<file path="config.mk">
export PLATFORM = sky130hd
export DESIGN_NAME = sd_cmd_sched
export DESIGN_NICKNAME = d
export VERILOG_FILES = /design/src/rtl/sd_pkg.sv /design/src/rtl/sd_rr_arb2.sv /design/src/rtl/sd_cmd_sched.sv
export SDC_FILE = /design/constraint.sdc
export NUM_CORES = 1
export LEC_CHECK = 0
export CORE_MARGIN = 8
export CORE_UTILIZATION = 45
export DETAILED_ROUTE_END_ITERATION = 10
export PLACE_DENSITY = 0.93
export SYNTH_ARGS = -nofsm -noshare
export SYNTH_HDL_FRONTEND = slang
export SYNTH_SLANG_ARGS = --single-unit
</file>
<file path="constraint.sdc">
create_clock -name SD_clk -period 2.78 [get_ports SD_clk]
set_clock_uncertainty 0.05 [all_clocks]
set_input_delay 0.417 -clock SD_clk [delete_from_list [all_inputs] [get_ports SD_clk]]
set_output_delay 0.417 -clock SD_clk [all_outputs]
set_load 0.01 [all_outputs]
</file>
<file path="src/rtl/sd_pkg.sv">
// Shared definitions for the SD command scheduler: FSM state encoding,
// default timing constants and small helpers used by the scheduler slice.
package sd_pkg;

  typedef enum logic [2:0] {
    ST_WAIT_INIT = 3'd0,
    ST_IDLE      = 3'd1,
    ST_START     = 3'd2,
    ST_BUSY      = 3'd3,
    ST_RECOVER   = 3'd4
  } sd_state_t;

  localparam int unsigned TIMEOUT_CYC_DEF = 65535;
  localparam int unsigned RECOVER_CYC_DEF = 16;

  // Width of a counter that must reach n-1 (at least one bit).
  function automatic int unsigned cnt_width(input int unsigned n);
    return (n < 2) ? 1 : $clog2(n);
  endfunction

  function automatic logic [1:0] owner_mask(input logic owner);
    return owner ? 2'b10 : 2'b01;
  endfunction

endpackage

</file>
<file path="src/rtl/sd_rr_arb2.sv">
// Two-requester round-robin arbiter: on contention the requester that was not
// granted most recently wins; the pointer only moves when a grant is accepted.
module sd_rr_arb2 (
  input  logic       clk,
  input  logic       rst_n,
  input  logic [1:0] req,
  input  logic       accept,
  output logic [1:0] gnt
);

  logic last;

  // NOTE: every combinational output gets a default first so no latch is inferred.
  always_comb begin
    gnt = req;
    if (req == 2'b11) gnt = last ? 2'b01 : 2'b10;
  end

  // NOTE: asynchronous active-low reset; last=1 gives requester 0 first priority.
  always_ff @(posedge clk or negedge rst_n) begin
    if (!rst_n)                      last <= 1'b1;
    else if (accept && gnt != 2'b00) last <= gnt[1];
  end

endmodule

</file>
<file path="src/rtl/sd_cmd_sched.sv">
// Command scheduler between two block-transfer requesters and one SD block
// engine: arbitration, engine handshake, timeout/abort, recovery and SD line mux.
module sd_cmd_sched
  import sd_pkg::*;
#(
  parameter int unsigned TIMEOUT_CYC = TIMEOUT_CYC_DEF,
  parameter int unsigned RECOVER_CYC = RECOVER_CYC_DEF
) (
  input  logic        SD_clk,
  input  logic        rst_n,
  input  logic        init_done_i,
  input  logic        init_cs_i,
  input  logic        init_di_i,
  input  logic [1:0]  req_i,
  input  logic [1:0]  we_i,
  input  logic [31:0] addr0_i,
  input  logic [31:0] addr1_i,
  output logic [1:0]  gnt_o,
  output logic [1:0]  done_o,
  output logic [1:0]  err_o,
  output logic        eng_start_o,
  output logic        eng_we_o,
  output logic [31:0] eng_addr_o,
  output logic        eng_abort_o,
  input  logic        eng_done_i,
  input  logic        eng_err_i,
  input  logic        eng_cs_i,
  input  logic        eng_di_i,
  output logic        SD_cs,
  output logic        SD_datain,
  output logic        busy_o
);

  localparam int unsigned TMO_W = cnt_width(TIMEOUT_CYC);
  localparam int unsigned REC_W = cnt_width(RECOVER_CYC);
  localparam logic [TMO_W-1:0] TMO_LAST = TMO_W'((TIMEOUT_CYC > 0) ? TIMEOUT_CYC - 1 : 0);
  localparam logic [REC_W-1:0] REC_LAST = REC_W'((RECOVER_CYC > 0) ? RECOVER_CYC - 1 : 0);

  sd_state_t        state;
  logic             owner;
  logic [TMO_W-1:0] tmo_cnt;
  logic [REC_W-1:0] rec_cnt;
  logic [1:0]       arb_gnt;
  logic             arb_accept;

  assign arb_accept = (state == ST_IDLE) && init_done_i;

  sd_rr_arb2 u_arb (
    .clk    (SD_clk),
    .rst_n  (rst_n),
    .req    (req_i),
    .accept (arb_accept),
    .gnt    (arb_gnt)
  );

  // NOTE: sequential state uses non-blocking assignments only.
  always_ff @(posedge SD_clk or negedge rst_n) begin
    if (!rst_n) begin
      state       <= ST_WAIT_INIT;
      owner       <= 1'b0;
      tmo_cnt     <= '0;
      rec_cnt     <= '0;
      gnt_o       <= 2'b00;
      done_o      <= 2'b00;
      err_o       <= 2'b00;
      eng_start_o <= 1'b0;
      eng_abort_o <= 1'b0;
      eng_we_o    <= 1'b0;
      eng_addr_o  <= '0;
    end else begin
      gnt_o       <= 2'b00;
      done_o      <= 2'b00;
      err_o       <= 2'b00;
      eng_start_o <= 1'b0;
      eng_abort_o <= 1'b0;

      // Losing the initialised card overrides everything else.
      if (!init_done_i && state != ST_WAIT_INIT) begin
        state <= ST_WAIT_INIT;
        if (state == ST_START || state == ST_BUSY) begin
          eng_abort_o <= 1'b1;
          err_o       <= owner_mask(owner);
        end
      end else begin
        unique case (state)
          ST_WAIT_INIT: if (init_done_i) state <= ST_IDLE;

          ST_IDLE: if (arb_gnt != 2'b00) begin
            gnt_o       <= arb_gnt;
            owner       <= arb_gnt[1];
            eng_we_o    <= arb_gnt[1] ? we_i[1] : we_i[0];
            eng_addr_o  <= arb_gnt[1] ? addr1_i : addr0_i;
            eng_start_o <= 1'b1;
            tmo_cnt     <= '0;
            state       <= ST_START;
          end

          ST_START: begin
            tmo_cnt <= tmo_cnt + 1'b1;
            state   <= ST_BUSY;
          end

          // Completion takes precedence over a coincident timeout.
          ST_BUSY: begin
            if (eng_done_i) begin
              if (eng_err_i) begin
                err_o   <= owner_mask(owner);
                rec_cnt <= '0;
                state   <= ST_RECOVER;
              end else begin
                done_o <= owner_mask(owner);
                state  <= ST_IDLE;
              end
            end else if (tmo_cnt >= TMO_LAST) begin
              eng_abort_o <= 1'b1;
              err_o       <= owner_mask(owner);
              rec_cnt     <= '0;
              state       <= ST_RECOVER;
            end else if (tmo_cnt != '1) begin
              tmo_cnt <= tmo_cnt + 1'b1;
            end
          end

          ST_RECOVER: begin
            if (rec_cnt >= REC_LAST) state <= ST_IDLE;
            else                     rec_cnt <= rec_cnt + 1'b1;
          end

          default: state <= ST_WAIT_INIT;
        endcase
      end
    end
  end

  // Card lines: zero-latency mux whose select is the registered state.
  always_comb begin
    SD_cs     = 1'b1;
    SD_datain = 1'b1;
    if (rst_n) begin
      case (state)
        ST_WAIT_INIT: begin
          SD_cs     = init_cs_i;
          SD_datain = init_di_i;
        end
        ST_START, ST_BUSY: begin
          SD_cs     = eng_cs_i;
          SD_datain = eng_di_i;
        end
        default: ;
      endcase
    end
  end

  assign busy_o = (state != ST_IDLE);

endmodule

</file>
==> summary.txt <==
Floorplanning
  – Die ar.: 10400 um^2
  – Die Wd: 102 um
  – Initial Utilization: 46.1%
  – IO Pins: 121
  – Core area: 7210 um^2
  – Die H: 102 um
  – Rows: 31

Power
  – Clock network power share: 24.2%
  – Power share of the combinational group: between 30% and 40%
  – P_int: 0.00219 W
  – Sequential share of power: 42.4%
  – Pwr/cell area: 660 nW/um^2
  – Peak supply drop: 0.000277 V
  – Switching power: 0.000976 W
  – Power Total: 0.00317 W
  – Sw Ratio: between 30% and 40%
  – Leakage: slightly above 2 nW

Timing
  – Final setup fails: 0
  – RSZ-0062 raised after global routing: false
  – Fmax: 425 MHz
  – Crit share post-route: 84.7%
  – Slew HR: 43.5%
  – Final setup margin: 425 ps
  – Setup_tns: 0 ps
  – Final Hold Viols: 0
  – Max-slew violations: 0
  – Post-layout minimum cycle time: approximately 2400 ps
  – Tightest Pin Transition: 840 ps

Clocking
  – Root buffer cell: clkbuf_8
  – Post-CTS Setup Inserts: 0
  – Post-CTS resize count: 0
  – Clk_lat worst skew: between 300 and 400 ps
  – CTS tree: yes
  – Hold-fix buffers, CTS: 0
  – Clock sink total: 66
  – Clk buf depth: 2
  – CTS H-tree lvls: 3
  – CTS clock-pin slew for the worst setup and hold paths: 60 ps
  – CTS buffer count: 9

Global routing
  – First-pass GRT wire length: 15200 um
  – Total Routing Usage GR: 18.7%
  – Initial antenna violation count: 0
  – Grt ovf: 0
  – Vias in the first global route: slightly above 3000
  – Largest net degree at the start of global routing: 67

Route
  – DR iter-0 viols: 237
  – Drt via density: 5.49
  – Routed Antenna Nets: 0
  – Via count: 3025
  – DRC: 0
  – DR pass1 iterations: 5
  – Drt total wl: 9700 um
  – Average wire per standard cell: ~18 um

Logic synthesis
  – Distinct cells, synth: 48
  – Async SR Flop Fraction: 100%
  – EDFF count, synth: 0
  – Mapped Cells: about 330
  – Synth warnings: 0
  – Post-Syn Area: between 3000 and 4000 um^2
  – #FFs+latches synth: 66
  – Syn nets: slightly above 400
  – Synth Flop Type: dfrtp_1
  – Seq/Total Area, Yosys: 49.7%
  – Mean post-synth cell area: 10.0 um^2

Setup path
  – CP startpoint kind: flop
  – Critical Path RT: 2310 ps
  – CP Class: reg -> out
  – Critical path arrival: 1890 ps
  – Worst Setup End Kind: output port
  – Crit Path Max Fanout: 10
  – Capturing point of the worst reg2reg path: tmo_cnt[9]$_DFFE_PN0P_
  – R2R cell count: 7
  – Reg2reg start: tmo_cnt[0]$_DFFE_PN0P_
  – Worst setup path endpoint: busy_o
  – FF-to-FF setup slack: 460 ps
  – Worst Setup SP: state[0]$_DFFE_PN0P_

Run
  – Max_cap viols: 0

Placed design
  – Port Buffers: 120
  – Placed wire-length estimate: 7540 um
  – Placement Setup Slack: 270 ps
  – Routability cong.: 0.869

Outcome
  – Status: finished, final reports clean

Cells and area
  – Post-layout nets: 528
  – FF/Latch Area: 1650 um^2
  – Area delta synth->final: 44.4%
  – Layout cells sized above 1: 7.30%
  – # diodes: 0
  – Area of the multi-input gates: 1560 um^2
  – Fillers: 560

Min path
  – Hold crit path type: in -> async
==> cells by family after synthesis <==
family | count (synthesis) | share of synthesized area [%]
compound gates | 94 | 18.0
fa+ha+maj | 3 | 1.13
simple gates | 104 | 16.4
buf+inv | 28 | 3.69
mux | 36 | 11.1
flops | 66 | 49.7
==> sequential cells by signal (all words and copies together), names as in the netlist <==
register / cells
rec_cnt: 4
err_o: 2
eng_addr_o: 32
eng_start_o: 1
done_o: 2
eng_we_o: 1
tmo_cnt: 16
gnt_o: 2
owner: 1
state: 3
eng_abort_o: 1
u_arb.last: 1
==> how the worst min path moves through the flow <==
stage                             from                 endpoint  slack [ps]  cells past startpoint
2_1_floorplan                    rst_n      done_o[0]$_DFF_PN0_          70                      0
3_3_place_gp   tmo_cnt[15]$_DFFE_PN0P_  tmo_cnt[15]$_DFFE_PN0P_         410                      1
3_5_place_dp   tmo_cnt[15]$_DFFE_PN0P_  tmo_cnt[15]$_DFFE_PN0P_         440                      1
4_1_cts                          rst_n    eng_abort_o$_DFF_PN0_         250                      2
5_1_grt                          rst_n   rec_cnt[1]$_DFFE_PN0P_         300                      2
6_report                         rst_n   rec_cnt[3]$_DFFE_PN0P_         230                      2
==> metrics by stage <==
step           util, %  cell area (um^2)  cells  hold WS, ps
2_1_floorplan        -              3330    331         71.4
3_3_place_gp      64.0              4620    536          411
3_5_place_dp      64.0              4620    536          437
4_1_cts           66.6              4800    551          247
5_1_grt           66.6              4800    551          298
6_report          66.6              4800    551          230
==> placed cells by master (no fill, tap or decap), drive strengths merged, types with 2 or more instances in the layout <==
cell type / n
mux2i: 35
o21ai: 22
and3: 2
nor2: 48
nand2: 13
nor4: 3
a211oi: 2
buf: 6
a21o: 2
nand4: 8
o211ai: 3
dfrtp: 65
clkdlybuf4s50: 119
a31oi: 9
clkbuf: 12
ha: 3
a21oi: 40
a41oi: 4
inv: 8
clkinv: 3
nor3: 6
and2: 2
nand2b: 2
nand3: 9
nor2b: 5
o31ai: 5
==> area by class of cell <==
| class | count | area share (%) |
|---|---|---|
| Sequential cell | 66 | 34.4 |
| Clock buffer | 12 | 3.02 |
| Multi-Input combinational cell | 237 | 32.5 |
| Tap cell | 99 | 2.58 |
| Inverter | 9 | 0.703 |
| Timing Repair Buffer | 125 | 25.9 |
| Clock inverter | 3 | 0.834 |
==> power by group through the flow <==
stage | Clock, W | Combinational [W] | Sequential, W
floorplan | 0 | 0.000387 | 0.00140
global placement | 0 | 0.00102 | 0.00133
detailed placement | 0 | 0.00107 | 0.00136
CTS | 0.000791 | 0.00107 | 0.00134
global route | 0.000822 | 0.00115 | 0.00137
finish | 0.000766 | 0.00106 | 0.00134
==> synthesized netlist by cell type (all sizes together) (2+ instances only) <==
| cell type | count | share of area [%] |
|---|---|---|
| a211oi | 2 | 0.45 |
| a21o | 2 | 0.45 |
| a21oi | 40 | 6.0 |
| a31oi | 9 | 1.7 |
| a41oi | 4 | 1.1 |
| and2 | 2 | 0.38 |
| and3 | 2 | 0.38 |
| buf | 11 | 1.7 |
| clkbuf | 8 | 0.94 |
| dfrtp | 65 | 49 |
| ha | 3 | 1.1 |
| inv | 9 | 1.0 |
| mux2i | 35 | 11 |
| nand2 | 13 | 1.5 |
| nand2b | 2 | 0.38 |
| nand3 | 9 | 1.4 |
| nand4 | 8 | 2.4 |
| nor2 | 48 | 5.4 |
| nor2b | 5 | 0.94 |
| nor3 | 6 | 0.90 |
| nor4 | 3 | 1.2 |
| o211ai | 3 | 0.83 |
| o21ai | 22 | 3.3 |
| o31ai | 5 | 1.5 |
==> metal layers <==
layer	share of wire (%)	vias to the layer above	track usage, %
met1	37	1445	19.7
met3	7.5	13	4.02
li1	-	1428	-
met4	1.6	0	7.67
met5	0	-	0
met2	54	139	34.9
==> critical path: stages (launching register included) <==
cell and delay, ps:
dfrtp_1 530, inv_1 170, or3_1 360, clkdlybuf4s50_1 500
(Power assumes the default switching activity.)
